$ cat src/rtl/regfile_mp.sv
// Multi-port register file with per-entry busy scoreboard, write-to-read bypass,
// optional hard-wired zero entry and a sequential bulk-clear engine.
module regfile_mp #(
  parameter int DWIDTH   = 32,
  parameter int AWIDTH   = 5,
  parameter int NREAD    = 2,
  parameter int ZERO_REG = 1,
  parameter int BYPASS   = 1
) (
  input  logic                     clock,
  input  logic                     reset,
  input  logic [DWIDTH-1:0]        Data_In,
  input  logic [AWIDTH-1:0]        Waddr,
  input  logic                     W_en,
  input  logic                     Rsv_en,
  input  logic [AWIDTH-1:0]        Rsv_addr,
  input  logic [NREAD*AWIDTH-1:0]  Rd_Addr,
  output logic [NREAD*DWIDTH-1:0]  Data_out,
  output logic [NREAD-1:0]         Rd_busy,
  input  logic                     clr_req,
  output logic                     clr_busy
);

  localparam int DEPTH = 2**AWIDTH;
  localparam logic [AWIDTH-1:0] CNT_LAST = AWIDTH'(DEPTH - 1);

  // state   | meaning
  // S_IDLE  | normal operation: writes, reservations and clear requests accepted
  // S_CLEAR | sweeping cnt_q over every entry; writes/reservations dropped
  typedef enum logic {S_IDLE, S_CLEAR} state_t;

  state_t            state_q;
  logic [AWIDTH-1:0] cnt_q;
  logic              clr_busy_q;
  logic [DWIDTH-1:0] mem_q [DEPTH];
  logic [DEPTH-1:0]  busy_q;

  logic is_idle;
  logic wr_ok;
  logic rsv_ok;

  assign is_idle = (state_q == S_IDLE);
  assign wr_ok   = W_en && is_idle && !reset && !((ZERO_REG != 0) && (Waddr == '0));
  assign rsv_ok  = Rsv_en && is_idle && !reset && !((ZERO_REG != 0) && (Rsv_addr == '0));
  assign clr_busy = clr_busy_q;

  always_ff @(posedge clock) begin
    if (reset) begin
      for (int i = 0; i < DEPTH; i++) mem_q[i] <= '0;
      busy_q     <= '0;
      state_q    <= S_IDLE;
      cnt_q      <= '0;
      clr_busy_q <= 1'b0;
    end else begin
      case (state_q)
        S_IDLE: begin
          if (wr_ok) begin
            mem_q[Waddr]  <= Data_In;
            busy_q[Waddr] <= 1'b0;
          end
          // Placed after the write so a same-address reservation wins.
          if (rsv_ok) busy_q[Rsv_addr] <= 1'b1;
          if (clr_req) begin
            state_q    <= S_CLEAR;
            cnt_q      <= '0;
            clr_busy_q <= 1'b1;
          end
        end
        S_CLEAR: begin
          mem_q[cnt_q]  <= '0;
          busy_q[cnt_q] <= 1'b0;
          cnt_q         <= cnt_q + AWIDTH'(1);
          if (cnt_q == CNT_LAST) begin
            state_q    <= S_IDLE;
            clr_busy_q <= 1'b0;
          end
        end
        default: begin
          state_q    <= S_IDLE;
          clr_busy_q <= 1'b0;
        end
      endcase
    end
  end

  for (genvar k = 0; k < NREAD; k++) begin : g_rd
    logic [AWIDTH-1:0] ra;
    logic [DWIDTH-1:0] rdata;
    logic              rbusy;

    assign ra = Rd_Addr[k*AWIDTH +: AWIDTH];

    always_comb begin
      rdata = mem_q[ra];
      rbusy = busy_q[ra];
      if ((ZERO_REG != 0) && (ra == '0)) begin
        rdata = '0;
        rbusy = 1'b0;
      end else if ((BYPASS != 0) && wr_ok && (Waddr == ra)) begin
        rdata = Data_In;
        rbusy = rsv_ok && (Rsv_addr == ra);
      end
    end

    assign Data_out[k*DWIDTH +: DWIDTH] = rdata;
    assign Rd_busy[k]                   = rbusy;
  end

endmodule

$ cat config.mk
export PLATFORM = sky130hd
export DESIGN_NAME = regfile_mp
export DESIGN_NICKNAME = d
export VERILOG_FILES = /design/src/rtl/regfile_mp.sv
export SDC_FILE = /design/constraint.sdc
export NUM_CORES = 2
export LEC_CHECK = 0
export CORE_UTILIZATION = 55
export CTS_BUF_LIST = sky130_fd_sc_hd__clkbuf_8
export CTS_CLUSTER_DIAMETER = 150
export DETAILED_ROUTE_END_ITERATION = 10
export PLACE_DENSITY = 0.75
export SKIP_LAST_GASP = 1
export SYNTH_ARGS = -nofsm -noshare
export SYNTH_HDL_FRONTEND = slang
export SYNTH_SLANG_ARGS = --single-unit
$ cat constraint.sdc
create_clock -name clock -period 2.9 [get_ports clock]
set_input_delay 0.58 -clock clock [delete_from_list [all_inputs] [get_ports clock]]
set_output_delay 0.58 -clock clock [all_outputs]
set_load 0.01 [all_outputs]
## Word level (Yosys, flattened, before mapping)

Memory sizes are Yosys's and may differ from the RTL's.
Index checks and enable logic that the tools add are counted.

- Memories kept: 1
- Bits in registers: 39
- Output and inout port bits: 67
- Bits in writable memories: 1,024
- Input bits: 57
- Word-level logic and storage cells: 96

- $add $sub $neg: 1
- Reductions and logical operators: 23
- Muxes and demuxes: 46
- $lt $le $gt $ge: 8
- Bitwise gates (word level): 6
- Equal/unequal tests: 7

Memory list:

| memory | depth | width | read ports | clocked after memory_dff | write ports | line | source |
|---|---|---|---|---|---|---|---|
| mem_q | 32 | 32 | 2 | 0 | 32 | 35 | `logic [DWIDTH-1:0] mem_q [DEPTH];` |

Operators with widths:

| kind | number |
|---|---|
| 32-bit 2-to-1 mux | 10 |
| 32-bit bitwise AND | 2 |
| 32-bit NOT | 2 |
| 32-bit case mux with 2 select lines | 1 |
| 32-bit OR reduction | 2 |
| 32-bit OR | 1 |
| 5-bit by 6-bit < comparator with 1-bit output (second input constant) | 5 |
| 1-bit 2-to-1 mux | 24 |
| 5-bit == test | 4 |
| 5-bit logical NOT | 4 |
| 1-bit demux with 5-bit select | 3 |
| 5-bit by 1-bit greater-or-equal comparator with 1-bit output (second input constant) | 3 |
| 5-bit 2-to-1 mux | 3 |
| 1-bit logical AND | 13 |
| 1-bit binary-select mux with 5-bit select | 2 |
| 5-bit case mux with 2 select lines | 1 |
| 5-bit by 1-bit adder with 5-bit output (second input constant) | 1 |
| 5-bit == test (second input constant) | 1 |
| 1-bit case mux with 2 select lines | 2 |
| 1-bit logical NOT | 3 |
| 2-bit by 1-bit inequality test with 1-bit output (second input constant) | 1 |
| 2-bit inequality test (second input constant) | 1 |
| 2-bit AND reduction | 1 |
| 1-bit NOT | 1 |

## Longest topological paths before layout

- Depth in word-level cells: 12
- Gate-level depth with buffers: 11
- Gate-level depth less buffers: 6

## Least setup slack after synthesis

Ideal clock, no wire load.

- Kind: input-to-reg
- Start: in Waddr[1]
- End: mem mem_q[14][0] (enable)
- Slack: -0.181 ns
- Data arrival time: 2.691 ns
- Setup time: 0.389 ns
- Stages: 7
- Path buffers: 2
- Path through: buf_2 > nor2b_1 > nand3b_1 > a21oi_1 > nand2_1 > clkbuf_1 > nand2_1

RTL lines:

| what | line | source |
|---|---|---|
| start, declared | 13 | `input logic [AWIDTH-1:0] Waddr,` |
| end, declared | 35 |  |

## Worst setup path after layout

- Start: in Waddr[1]
- End: out Data_out[4]

- Cells in the longest elaborated chain, start to end: 6

RTL lines:

| what | line | source |
|---|---|---|
| 5-bit logical NOT | 43 | `assign wr_ok = W_en && is_idle && !reset && !((ZERO_REG != 0) && (Waddr == '0));` |
| 1-bit logical NOT | 43 |  |
| 1-bit logical AND | 43 |  |
| 1-bit logical AND * | 99 | `end else if ((BYPASS != 0) && wr_ok && (Waddr == ra)) begin` |
| 32-bit 2-to-1 mux * | 99 |  |
| 32-bit 2-to-1 mux * | 96 | `if ((ZERO_REG != 0) && (ra == '0)) begin` |
| end, declared | 18 | `output logic [NREAD*DWIDTH-1:0] Data_out,` |

Mark *: on every way between the ends. The rest lies on a longest branch, timed or not.

==> metrics.md <==
| Metric | Value |
|---|---|
| CTS tree | `built` |
| Io pins | `124` |
| Syn_area_per_cell | `13.19 um2` |
| First-pass GRT wire length | `323300 um` |
| Finished Layout Cells | `6423` |
| Rel. slew slack | `0.4703` |
| Hold Path Stages | `5` |
| Clk_lat worst skew | `0.92 ns` |
| P_leak | `25.88 nW` |
| Largest net degree at the start of global routing | `35` |
| Hold_ws | `0.4682 ns` |
| Initial DRC Count | `8348` |
| Row count | `116` |
| Die Area | `102700 um2` |
| FF-to-FF End | `mem_q[8][21]` |
| Nets | `4980` |
| Core area | `100300 um2` |
| YS warnings | `0` |
| Starting Density | `0.5563` |
| Placed cells | `6065` |
| Crit Path Max Fanout | `6` |
| RSZ-0062 raised after global routing | `yes` |
| Syn Inst Count | `4230` |
| WL final | `231300 um` |
| CTS HTree Levels | `4` |
| Actual slew at the worst max-slew pin | `0.7885 ns` |
| Initial antenna violation count | `10` |
| Worst vdd ir | `0.4373 mV` |
| Cell count of the worst reg-to-reg path | `8` |
| Slowest stage delay, CP | `0.59 ns` |
| Gpl congestion | `1.032` |
| Most used cell, CP | `buf_12` |
| Status | `finished with violations` |
| TritonRoute pass-1 iters | `7` |
| Routed len/inst | `36.01 um` |
| Primary FF master, synth | `edfxtp_1` |
| Number of global-route vias before repair | `46286` |
| Crit path required time | `2.32 ns` |
| Post-detail-place hpwl | `153300 um` |
| Max Fclk | `0.2763 GHz` |
| IO buf count | `123` |
| Synth Cell Area | `55790 um2` |
| Fillers | `6560` |
| Ratio of cells with drive above 1 in the final layout | `0.3533` |
| Final ANT Viol Nets | `0` |
| Worst r2r src | `state_q` |
| Height of the die | `320.5 um` |
| HP Class | `in -> reg` |
| CP arrival | `3.04 ns` |
| #FFs+latches synth | `1063` |
| Sequential area share after synthesis | `0.5652` |
| Final setup fails | `66` |
| Asr flop ratio synth | `0` |
| Vias per inst | `7.279` |
| Hold Path End | `busy_q[24]` |
| Crit Path Class | `in -> out` |
| Sink Count | `1063` |
| CP cell instances | `clkdlybuf4s50_1, buf_4, xnor2_1, nand3_2, o31ai_4, buf_12, buf_16, buf_12, a211oi_4, a221o_1, buf_2` |
| R2R setup slack | `0.11 ns` |
| Number of hold buffers added after CTS | `0` |
| Startpoint class of the critical path | `input pin` |
| Die X | `320.5 um` |
| Vias | `46752` |
| Utilization after layout | `0.6920` |
| CTS max path bufs | `3` |
| Failing checks | `negative setup slack` |
| Worst-path clk slew | `0.05 ns` |
| Skew final | `0.04487 ns` |
| Hold Startpoint | `Waddr[3]` |
| Worst path slowest cell | `clkdlybuf4s50_1` |
| DRC violations left | `0` |
| Power per cell area | `521.6 nW/um2` |
| Final Cycle Share | `1.248` |
| Syn-to-layout area delta | `24.40%` |
| Max-cap viol count | `0` |
| Fin. Hold Viols | `0` |
| Total GRT Usage | `0.4496` |
| TritonCTS Buffers | `174` |
| EDFF count, synth | `1024` |
| Max Slew Vio Count | `0` |
| CTS Root Cell | `clkbuf_8` |
| Synth cell types | `76` |
| Endpoint class of the critical path | `output port` |
| Global route overflow | `0` |
| Setup WS post-layout | `-0.7198 ns` |
| Post-layout min period | `3.620 ns` |
area by class of cell:
| class | count | area (um2) | share of cell area |
|---|---|---|---|
| tap | 1357 | 1698 | 0.02446 |
| sequential | 1063 | 31530 | 0.4543 |
| antenna | 8 | 20.02 | 0.0002885 |
| inverter | 8 | 30.03 | 0.0004327 |
| timing repair buffer | 927 | 9543 | 0.1375 |
| multi-input combinational | 2744 | 23440 | 0.3378 |
| clock inverter | 139 | 700.7 | 0.01010 |
| clock buffer | 177 | 2436 | 0.03510 |
synthesized netlist by cell type (all sizes together), types with 6 or more instances:
cell	number	area [um2]
a2111oi	12	105.1
edfxtp	1024	30750
clkbuf	296	1111
nand2	140	525.5
nand3	20	100.1
dfxtp	39	780.8
inv	6	22.52
a21oi	49	245.2
or2	21	131.4
o21ai	66	330.3
a211oi	39	292.8
mux4	410	9234
nor3b	14	116.4
nand4	15	93.84
nor2b	25	156.4
o22ai	120	750.7
nor2	1104	4151
a31oi	23	143.9
a221o	23	230.2
or3	12	75.07
and3	6	37.54
nor3	51	260.3
o211ai	9	67.56
o221ai	13	113.9
xor2	8	70.07
mux2i	223	2232
a2bb2oi	7	61.31
a22oi	41	307.8
o2111ai	23	201.4
o31ai	9	86.33
nor4	15	100.1
buf	150	985.9
nand2b	37	231.5
a211o	7	61.31
a21o	8	60.06
nand3b	9	67.56
mux2	38	427.9
xnor2	12	105.1
a221oi	58	508.0
worst max-delay path by stage:
stage                from      endpoint  slack [ns]  cells past startpoint
6_report         Waddr[1]   Data_out[4]       -0.72                     11
5_1_grt           state_q  Data_out[43]       -0.76                     10
3_5_place_dp         W_en  Data_out[43]       -1.37                     10
4_1_cts           state_q   Data_out[4]       -0.67                     10
3_3_place_gp   Rd_Addr[2]  Data_out[12]       -1.41                      8
2_1_floorplan  Rd_Addr[0]  Data_out[30]       0.002                      7
logic make-up after synthesis:
kind of cell | count (synthesis) | share of synthesized area
other cells | 1 | 0.00006722
xor+xnor | 20 | 0.003140
buf+inv | 454 | 0.03813
simple gates | 1485 | 0.1111
compound gates | 531 | 0.06809
fa+ha+maj | 5 | 0.001121
flops | 1063 | 0.5652
mux | 671 | 0.2132
flip-flops by register name, summed over array words and instances (netlist names):
| register | cells |
|---|---|
| busy_q | 32 |
| state_q | 1 |
| mem_q | 1024 |
| clr_busy | 1 |
| cnt_q | 5 |
metrics by stage:
stage | total power [mW] | setup TNS (ns) | cell area, um2 | setup slack, ns
2_1_floorplan | 20.76 | 0 | 55980 | 0.002015
3_3_place_gp | 23.61 | -814.95 | 64940 | -1.406
3_5_place_dp | 23.73 | -814.07 | 64960 | -1.369
4_1_cts | 35.66 | -36.40 | 68880 | -0.6691
5_1_grt | 36.76 | -41.43 | 69390 | -0.7634
6_report | 36.20 | -38.24 | 69400 | -0.7198
critical path: cells and delay by family:
family,cells,cell delay [ns]
buf+inv,6,1.41
compound gates,3,0.73
simple gates,1,0.17
xor+xnor,1,0.13
report_power, final:
group | switching, mW | internal, mW
clock network | 6.44 | 5.89
logic | 3.58 | 2.55
registers | 0.320 | 17.4
total | 10.3 | 25.9
cells in the final DEF (no fill, tap or decap), types with 11 or more instances in the layout:
cell type | synthesis | final
nor2_1 | 1103 | 1083
edfxtp_1 | 1024 | 1024
buf_4 | 43 | 589
mux4_2 | 410 | 410
mux2i_1 | 223 | 220
buf_12 | 0 | 187
clkbuf_8 | 0 | 178
o22ai_1 | 120 | 113
nand2_1 | 140 | 72
nand2_2 | 0 | 67
inv_1 | 6 | 66
buf_2 | 71 | 61
a221oi_1 | 58 | 57
o21ai_0 | 64 | 48
clkinv_1 | 2 | 45
clkdlybuf4s50_1 | 0 | 44
a22oi_1 | 41 | 41
mux2_2 | 38 | 38
dfxtp_1 | 39 | 38
a21oi_1 | 49 | 32
conb_1 | 1 | 32
nand2b_1 | 37 | 31
a211oi_1 | 39 | 29
buf_6 | 17 | 27
nor3_1 | 50 | 24
a221o_1 | 23 | 23
o2111ai_1 | 23 | 23
nor2b_1 | 25 | 21
or2_2 | 20 | 19
nand3_1 | 20 | 19
clkinv_2 | 0 | 19
nor3_2 | 1 | 17
a31oi_1 | 23 | 15
nand4_1 | 15 | 15
a21oi_2 | 0 | 14
nor2_4 | 1 | 13
xnor2_1 | 12 | 12
or3_1 | 12 | 11
metal layers:
metal / global-route usage / up-vias / part of all wire
met5: 0.002837 / - / 0.00051
met4: 0.3523 / 14 / 0.10
met3: 0.2023 / 1543 / 0.19
met2: 0.6385 / 5200 / 0.42
met1: 0.5313 / 22380 / 0.29
li1: - / 17615 / -
timing repair:
item,in CTS,in global routing
gates resized for setup,454,78
cloned,2,3
buffers inserted,31,17
pin swaps,47,22
endpoints found under the setup margin,66,66
(Power assumes the default switching activity.)
